**config.mk**
```make
export PLATFORM = sky130hd
export DESIGN_NAME = glb_stream_reader
export DESIGN_NICKNAME = d
export VERILOG_FILES = /design/src/rtl/glb_stream_reader_pkg.sv /design/src/rtl/glb_skid_fifo.sv /design/src/rtl/glb_stream_reader.sv
export SDC_FILE = /design/constraint.sdc
export NUM_CORES = 1
export LEC_CHECK = 0
export ABC_AREA = 0
export BUFFER_PORTS_ARGS = -buffer_cell sky130_fd_sc_hd__buf_2
export CORE_MARGIN = 2
export CORE_UTILIZATION = 55
export DETAILED_ROUTE_END_ITERATION = 6
export GPL_TIMING_DRIVEN = 0
export PLACE_DENSITY_LB_ADDON = 0.12
export SLEW_MARGIN = 10
export SYNTH_ARGS = -nofsm -noshare
export SYNTH_HDL_FRONTEND = slang
export SYNTH_SLANG_ARGS = --single-unit
export TNS_END_PERCENT = 30
```
**constraint.sdc**
```tcl
create_clock -name clk -period 2.9 [get_ports clk]
set_input_delay 0.435 -clock clk [delete_from_list [all_inputs] [get_ports clk]]
set_output_delay 0.435 -clock clk [all_outputs]
set_load 0.02 [all_outputs]
```
**src/rtl/glb_stream_reader_pkg.sv**
```systemverilog
// Shared definitions for the global-buffer stream reader.
// Holds the FSM state encodings and the read-latency legality check used at
// elaboration time by glb_stream_reader.
package glb_stream_reader_pkg;

  localparam logic [1:0] ST_IDLE  = 2'd0;
  localparam logic [1:0] ST_RUN   = 2'd1;
  localparam logic [1:0] ST_DRAIN = 2'd2;

  // The BRAM port only supports LOW_LATENCY (1) and HIGH_PERFORMANCE (2).
  function automatic bit latency_ok(input int rl);
    return (rl == 1) || (rl == 2);
  endfunction

endpackage

```
**src/rtl/glb_skid_fifo.sv**
```systemverilog
// Synchronous FIFO with a head-visible read port and an occupancy count.
// Ports:
//   clk, rst         clock, synchronous active-high reset
//   push, push_data  write strobe and word
//   pop              remove head word (ignored when empty)
//   head_data        current head word (meaningful only when count != 0)
//   count            number of stored words
module glb_skid_fifo #(
  parameter int WIDTH = 9,
  parameter int DEPTH = 4
) (
  input  logic                       clk,
  input  logic                       rst,
  input  logic                       push,
  input  logic [WIDTH-1:0]           push_data,
  input  logic                       pop,
  output logic [WIDTH-1:0]           head_data,
  output logic [$clog2(DEPTH+1)-1:0] count
);
  import glb_stream_reader_pkg::*;

  localparam int CNT_W = $clog2(DEPTH + 1);
  localparam int PTR_W = (DEPTH > 1) ? $clog2(DEPTH) : 1;

  logic [WIDTH-1:0] mem [DEPTH];
  logic [PTR_W-1:0] wr_ptr;
  logic [PTR_W-1:0] rd_ptr;
  logic             do_pop;

  // Depth need not be a power of two, so wrap explicitly.
  function automatic logic [PTR_W-1:0] next_ptr(input logic [PTR_W-1:0] p);
    return (p == PTR_W'(DEPTH - 1)) ? '0 : p + PTR_W'(1);
  endfunction

  assign do_pop    = pop && (count != '0);
  assign head_data = mem[rd_ptr];

  always_ff @(posedge clk) begin
    if (push) mem[wr_ptr] <= push_data;
  end

  always_ff @(posedge clk) begin
    if (rst) begin
      wr_ptr <= '0;
      rd_ptr <= '0;
      count  <= '0;
    end else begin
      if (push)   wr_ptr <= next_ptr(wr_ptr);
      if (do_pop) rd_ptr <= next_ptr(rd_ptr);
      case ({push, do_pop})
        2'b10:   count <= count + CNT_W'(1);
        2'b01:   count <= count - CNT_W'(1);
        default: count <= count;
      endcase
    end
  end

  // The reader's credit scheme must never let a word arrive at a full FIFO.
  a_no_overflow : assert property (@(posedge clk) disable iff (rst)
    !(push && (count == CNT_W'(DEPTH))));

endmodule

```
**src/rtl/glb_stream_reader.sv**
```systemverilog
// Read-side controller for the true_dpbram global buffer.
// Issues a strided burst of reads on one BRAM port, tracks the fixed read
// latency with an inflight shift register, and buffers returned words in a
// credit-protected skid FIFO presented as a valid/ready stream with last.
// Ports:
//   clk, rst                              clock, synchronous active-high reset
//   cmd_valid/cmd_ready                   burst command handshake
//   cmd_base, cmd_len, cmd_stride         first address, word count, increment
//   m_valid/m_ready, m_data, m_last       output stream
//   done                                  one-cycle pulse, burst delivered
//   bram_addr, bram_en, bram_we,
//   bram_regce, bram_rst, bram_dout       BRAM port (read-only use)
//
// state    | meaning
// ---------+-------------------------------------------------------------
// IDLE     | waiting for a command; cmd_ready high
// RUN      | issuing reads while credit is available
// DRAIN    | all reads issued; waiting for the last word to be popped
module glb_stream_reader #(
  parameter int DATA_WIDTH   = 8,
  parameter int ADDR_WIDTH   = 10,
  parameter int READ_LATENCY = 2,
  parameter int FIFO_DEPTH   = READ_LATENCY + 2
) (
  input  logic                  clk,
  input  logic                  rst,
  input  logic                  cmd_valid,
  output logic                  cmd_ready,
  input  logic [ADDR_WIDTH-1:0] cmd_base,
  input  logic [ADDR_WIDTH:0]   cmd_len,
  input  logic [ADDR_WIDTH-1:0] cmd_stride,
  output logic                  m_valid,
  input  logic                  m_ready,
  output logic [DATA_WIDTH-1:0] m_data,
  output logic                  m_last,
  output logic                  done,
  output logic [ADDR_WIDTH-1:0] bram_addr,
  output logic                  bram_en,
  output logic                  bram_we,
  output logic                  bram_regce,
  output logic                  bram_rst,
  input  logic [DATA_WIDTH-1:0] bram_dout
);
  import glb_stream_reader_pkg::*;

  localparam int CNT_W = $clog2(FIFO_DEPTH + 1);

  if (!latency_ok(READ_LATENCY)) begin : g_bad_latency
    $error("glb_stream_reader: READ_LATENCY must be 1 or 2");
  end
  if (FIFO_DEPTH < READ_LATENCY + 2) begin : g_bad_depth
    $error("glb_stream_reader: FIFO_DEPTH must be at least READ_LATENCY+2");
  end

  logic [1:0]              state;
  logic [ADDR_WIDTH-1:0]   addr;
  logic [ADDR_WIDTH-1:0]   stride_q;
  logic [ADDR_WIDTH:0]     remaining;
  logic [READ_LATENCY-1:0] infl_valid;
  logic [READ_LATENCY-1:0] infl_last;
  logic [READ_LATENCY:0]   infl_valid_ext;
  logic [READ_LATENCY:0]   infl_last_ext;
  logic [CNT_W-1:0]        infl_cnt;
  logic [CNT_W-1:0]        fifo_count;
  logic [CNT_W:0]          used;
  logic                    credit_ok;
  logic                    issue;
  logic                    last_issue;
  logic                    pop;
  logic [DATA_WIDTH:0]     head;

  assign cmd_ready  = (state == ST_IDLE);
  assign bram_we    = 1'b0;
  assign bram_regce = 1'b1;
  assign bram_rst   = rst;
  assign bram_addr  = addr;
  assign bram_en    = issue;

  always_comb begin
    infl_cnt = '0;
    for (int i = 0; i < READ_LATENCY; i++) begin
      infl_cnt = infl_cnt + CNT_W'(infl_valid[i]);
    end
  end

  // Credit uses only registered occupancy; a same-cycle pop is not counted.
  assign used       = {1'b0, fifo_count} + {1'b0, infl_cnt};
  assign credit_ok  = used < (CNT_W + 1)'(FIFO_DEPTH);
  assign issue      = (state == ST_RUN) && credit_ok;
  assign last_issue = (remaining == (ADDR_WIDTH + 1)'(1));

  assign infl_valid_ext = {infl_valid, issue};
  assign infl_last_ext  = {infl_last, issue && last_issue};

  always_ff @(posedge clk) begin
    if (rst) begin
      infl_valid <= '0;
      infl_last  <= '0;
    end else begin
      infl_valid <= infl_valid_ext[READ_LATENCY-1:0];
      infl_last  <= infl_last_ext[READ_LATENCY-1:0];
    end
  end

  glb_skid_fifo #(
    .WIDTH (DATA_WIDTH + 1),
    .DEPTH (FIFO_DEPTH)
  ) u_fifo (
    .clk       (clk),
    .rst       (rst),
    .push      (infl_valid[READ_LATENCY-1]),
    .push_data ({infl_last[READ_LATENCY-1], bram_dout}),
    .pop       (pop),
    .head_data (head),
    .count     (fifo_count)
  );

  // Head is gated so the outputs read zero whenever the stream is empty.
  assign m_valid = (fifo_count != '0);
  assign m_data  = m_valid ? head[DATA_WIDTH-1:0] : '0;
  assign m_last  = m_valid && head[DATA_WIDTH];
  assign pop     = m_valid && m_ready;

  always_ff @(posedge clk) begin
    if (rst) begin
      state     <= ST_IDLE;
      addr      <= '0;
      stride_q  <= '0;
      remaining <= '0;
      done      <= 1'b0;
    end else begin
      done <= 1'b0;
      case (state)
        ST_IDLE: begin
          if (cmd_valid) begin
            if (cmd_len == '0) begin
              done <= 1'b1;
            end else begin
              addr      <= cmd_base;
              stride_q  <= cmd_stride;
              remaining <= cmd_len;
              state     <= ST_RUN;
            end
          end
        end
        ST_RUN: begin
          if (issue) begin
            addr      <= addr + stride_q;
            remaining <= remaining - (ADDR_WIDTH + 1)'(1);
            if (last_issue) state <= ST_DRAIN;
          end
        end
        ST_DRAIN: begin
          // Popping the tagged last word implies nothing is inflight or queued.
          if (pop && m_last) begin
            done  <= 1'b1;
            state <= ST_IDLE;
          end
        end
        default: state <= ST_IDLE;
      endcase
    end
  end

endmodule

```
# [Word level (Yosys, flattened, before mapping)]
# Memory sizes are Yosys's and may differ from the RTL's. A register that Yosys moved wholly into a read port is not among the register bits.
# Index checks and enable logic that the tools add are counted.
# W data, S select, Z words.
[totals] wordCells=73 output_inout_bits=26 mem_bits_rw=36 latch_bits=0 memories=1 rom_bits=0 ff_bits=45 in_bits=43
[op_classes] addsub=8 shift=0 n_reduce_logical=14 order_cmp=1 bitwise=1 mux=26 eq_ne=12 div=0 mul=0
[mem_list] name="u_fifo.mem" depth=4 width=9 rd=1 rd_ports_with_merged_regs=1 write_ports=1 line="glb_skid_fifo.sv:25" rtl="logic [WIDTH-1:0] mem [DEPTH];"
[op_table] cell="$mux W11" n=3
[op_table] cell="$mux W10" n=3
[op_table] cell="$pmux W11 S2" n=1
[op_table] cell="$pmux W10 S2" n=1
[op_table] cell="$mux W2" n=9
[op_table] cell="$eq A11 B1 Y1 const B" n=1
[op_table] cell="$logic_not A11 Y1" n=1
[op_table] cell="$sub A11 B1 Y11 const B" n=1
[op_table] cell="$add A10 B10 Y10" n=1
[op_table] cell="$ne A2 B2 Y1 const B" n=5
[op_table] cell="$eq A2 B2 Y1 const B" n=4
[op_table] cell="$mux W8" n=1
[op_table] cell="$logic_and A1 B1 Y1" n=6
[op_table] cell="$pmux W2 S3" n=1
[op_table] cell="$pmux W3 S2" n=1
[op_table] cell="$mux W1" n=5
[op_table] cell="$reduce_and A5 Y1" n=1
[op_table] cell="$add A2 B1 Y2 const B" n=2
[op_table] cell="$add A3 B2 Y4" n=1
[op_table] cell="$eq A2 B1 Y1 const B" n=2
[op_table] cell="$lt A4 B3 Y1 const B" n=1
[op_table] cell="$reduce_and A4 Y1" n=1
[op_table] cell="$reduce_bool A2 Y1" n=2
[op_table] cell="$add A3 B1 Y3 const B" n=1
[op_table] cell="7 further kinds" n=7

# [Logic depth before layout (Yosys ltp)]
[logic_depth] depth_word=6 ltp_mapped=11 ltp_nobuf=9

# [Modules after synthesis]
# From an unflattened synthesis, not the netlist that was laid out.
[unflattened] cells_unflattened=394 area_unflattened_um2=4170.2
[modules_own_cells] module="glb_stream_reader" n_inst=1 cells_per_inst=300 seq_area_each_um2=760.7 area_each_um2=2409.8
[modules_own_cells] module="glb_skid_fifo" n_inst=1 cells_per_inst=94 seq_area_each_um2=1261.2 area_each_um2=1760.4

# [Least setup slack after synthesis]
# Ideal clock, no wire load.
[synth_path] path_type="flip-flop to flip-flop" startpoint="register addr[0] (netlist: bram_addr[0])" endpoint="register addr[8] (netlist: bram_addr[8])" t_arrival_ns=2.165 slack_ns=0.599 stages_incl_launch_ff=9 synth_period_minus_slack_ns=2.301 required_ns=2.763 n_path_buf=0 setup_ns=0.137 path_cell_list="dfxtp_1 ha_1 fa_1 a21o_1 a21o_1 a211o_1 a31oi_2 mux2i_1 a311oi_2"
[synth_between] elab_chain_cells=3
[synth_rtl] item="start, declared" line="glb_stream_reader.sv:56" rtl="logic [ADDR_WIDTH-1:0] addr;"
[synth_rtl] item="start signal, assigned" line="glb_stream_reader.sv:139" rtl="addr <= cmd_base;"
[synth_rtl] item="start signal, assigned" line="glb_stream_reader.sv:148" rtl="addr <= addr + stride_q;"
[synth_rtl] item="$add A10 B10 Y10" line="glb_stream_reader.sv:148"
[synth_rtl] item="$mux W10" line="glb_stream_reader.sv:147" rtl="if (issue) begin"
[synth_rtl] item="$pmux W10 S2" line="glb_stream_reader.sv:133" rtl="case (state)"
# Every way passes these cells. The select of a mux whose other input is x is not followed.
# A chain may end at the register's enable or synchronous reset.

# [Worst setup path after layout]
# Same ends and word-level chain as after synthesis.

==> flow_summary.toml <==
[cts]
cts_resized = 0
clk_latency_ns = 0.35
hold_buffers = 0
clk_pin_slew_ns = 0.08
cts_tree = "built"
cts_max_level = 3
postCtsSetupBuffers = 0
cts_buffers = 9
cts.sinks = 83
clk_path_buf_depth = 2
root_buffer = "clkbuf_8"

[synthesis]
synth_seq_cells = 83
syn-num-nets = 448
ys_async_sr_fraction = 0
synth_area_per_cell_um2 = 10.6
synth_flop_cell = "dfxtp_1"
syn-cell-area_um2 = 4100
synthCells = 385
yosysSeqAreaShare = 0.494
synth_edf_count = 36
ys_types = 51
yosysWarningCount = 0

[run_status]
status = "completed"

[timing]
max_slew.worst_pin.slew_ns = 0.628
rsz0062_at_grt = "no"
clock_skew_ns = 0.0121
slew_viol_final = 0
finalSetupViolCount = 0
period_minus_slack_ns = 2.39
max_slew_margin = 0.582
finalCritPeriodShare = 0.824
hold_violations = 0
finalSetupTns_ns = 0
fmax_mhz = 418

[finish]
syn_to_final_growth_pct = 16.3
nets = 524
drive_gt1_frac = 0.240
utilization = 0.660
num_antenna_cells = 0
finish.instance_area_um2 = 4760

[die]
num_rows = 31
floorplan.die_area_um2 = 8150
fp.dieH_um = 90.3
coreArea_um2 = 7210
ioPinCount = 69
die_x_um = 90.3
initial_core_util = 0.568

[worst_setup_path]
crit_arrival_ns = 2.60
endpoint_kind = "register"
worstSetupPathType = "reg2reg"
path_cells = "ha_1 -> fa_1 -> a21o_1 -> a21o_1 -> a211o_1 -> a31oi_2 -> mux2i_1 -> a311oi_2"
critPathTopFamily = "compound AO/OA/AOI/OAI gates"
critPathLaunchType = "register"
crit_path_max_fanout = 3
cp.required_ns = 3.11
cpPeakStageDelay_ns = 0.41
cp_common_cell = "a21o_1"
cp_num_buf_inv = 0
crit_slowest_cell = "fa_1"

[detailed_routing]
drc = 0
ant_nets = 0
vias = 3088
detail_route.first_pass.iterations = 4
dr.first_iter.drc_count = 144
wire_per_inst_um = 15.8
routed_via_density = 5.47
postRouteWirelength_um = 8900

[pwr]
ir_drop_mv = 0.343
power_leakage_nw = 1.97
power_density_nw_per_um2 = 662

[hold_path]
worst_hold_path_type = "in2reg"

[place]
gp_congestion = 0.838
placed_cell_area_um2 = 4540
dp_hpwl_um = 6600
portBuffers = 65

[grt]
grt_pass1_wl_um = 14600
grt_max_degree = 15
grt_pass1_vias = 3063
grt_use_total = 0.225
antenna_found_initial = 0
grt-ovfl-total = 0

[run]
drv_cap = 0
[cells in the mapped netlist, types with 3 or more instances]
| cell | count | area [um2] |
|---|---|---|
| nor2b_1 | 4 | 25.0 |
| buf_1 | 3 | 11.3 |
| a21o_1 | 8 | 60.1 |
| nand3_1 | 9 | 45.0 |
| a311oi_2 | 6 | 90.1 |
| buf_4 | 5 | 37.5 |
| nand2_1 | 40 | 150 |
| clkbuf_1 | 10 | 37.5 |
| mux2i_1 | 14 | 140 |
| mux4_2 | 9 | 203 |
| nor4b_1 | 3 | 26.3 |
| nand2b_1 | 3 | 18.8 |
| nor3b_1 | 3 | 22.5 |
| edfxtp_1 | 36 | 1080 |
| inv_1 | 11 | 41.3 |
| ha_1 | 18 | 225 |
| o21ai_0 | 12 | 60.1 |
| nand4_1 | 3 | 18.8 |
| and2_1 | 13 | 81.3 |
| o21ai_1 | 3 | 15.0 |
| nor2_1 | 43 | 161 |
| nor3_1 | 10 | 50.1 |
| o211ai_1 | 3 | 22.5 |
| dfxtp_1 | 47 | 941 |
| xor2_1 | 4 | 35.0 |
| xnor2_1 | 3 | 26.3 |
| a21oi_1 | 26 | 130 |
| buf_2 | 3 | 15.0 |
| a22oi_1 | 4 | 30.0 |
[metrics by stage]
step	power, mW	instances	hold slack (ns)	setup slack, ns
2_1_floorplan	2.02	385	0.414	0.599
3_3_place_gp	2.25	549	0.427	0.544
3_5_place_dp	2.27	549	0.432	0.535
4_1_cts	3.16	565	0.295	0.513
5_1_grt	3.32	565	0.299	0.408
6_report	3.15	565	0.307	0.510
[layer usage]
layer  track usage  up-vias  wire, um
li1              -     1532         -
met5             0        -         0
met3        0.0351       12       350
met1         0.281     1469      3940
met2         0.399       75      4490
met4        0.0769        0       118
[area by class of cell]
cell class / instances / area (um2)
plain buffers: 23 / 124
clock buffers: 10 / 128
clock inverters: 6 / 88.8
fillers: 609 / 2450
inverters: 12 / 45.0
multi-input cells: 267 / 1900
flip-flops and latches: 83 / 2020
well taps: 99 / 124
repair buffers: 65 / 325
[cell families after synthesis]
group	count (synthesis)	synth area share
AOI/OAI and AO/OA	75	0.130
xor gates and xnor gates	7	0.0150
adders and majority gates	20	0.0648
buffers and inverters	35	0.0412
DFF	83	0.494
muxes	23	0.0837
other	2	0.00183
and+or+nand+nor	140	0.170
[cells in the final DEF (no fill, tap or decap), types with 3 or more instances in the layout]
cell      instances
buf_2            68
dfxtp_1          47
nor2_1           43
nand2_1          40
edfxtp_1         36
a21oi_1          26
ha_1             18
mux2i_1          14
and2_1           13
o21ai_0          12
inv_1            11
clkbuf_1         11
nor3_1           10
mux4_2            9
nand3_1           9
clkbuf_8          9
a21o_1            8
a311oi_2          6
buf_4             5
nor2b_1           4
a22oi_1           4
xor2_1            4
nand2b_1          3
o21ai_1           3
nor3b_1           3
buf_1             3
o211ai_1          3
nand4_1           3
nor4b_1           3
xnor2_1           3
[sequential cells by signal (all words and copies together) (netlist names), named ones only]
signal	cells
infl_last	2
u_fifo.wr_ptr	2
infl_valid	2
remaining	11
u_fifo.mem	36
done	1
bram_addr	10
stride_q	10
u_fifo.count	3
state	2
u_fifo.rd_ptr	2
[worst reg2reg max path, cell delays in order, from the launching register on]
cell and delay, ns:
dfxtp_1 0.33, ha_1 0.24, fa_1 0.41, a21o_1 0.18, a21o_1 0.20, a211o_1 0.34, a31oi_2 0.19, mux2i_1 0.25
a311oi_2 0.12
[final timing paths]
kind / start / endpoint / slack (ns) / depth (start not counted)
worst max register to register: bram_addr[0]$_SDFFE_PP0P_ / bram_addr[8]$_SDFFE_PP0P_ / 0.51 / 8
worst min-delay path: bram_dout[4] / u_fifo.mem[3][4]$_DFFE_PP_ / 0.31 / 1
worst min register to register: infl_last[0]$_SDFF_PP0_ / infl_last[1]$_SDFF_PP0_ / 0.45 / 1
worst max-delay path: bram_addr[0]$_SDFFE_PP0P_ / bram_addr[8]$_SDFFE_PP0P_ / 0.51 / 8
[report_power, final]
part | leakage, nW | internal (mW) | switching, mW | total, mW
logic | 1.16 | 0.346 | 0.519 | 0.865
clock network | 0.105 | 0.487 | 0.421 | 0.909
registers | 0.711 | 1.30 | 0.0767 | 1.38
Power figures use the tool's default switching activity.
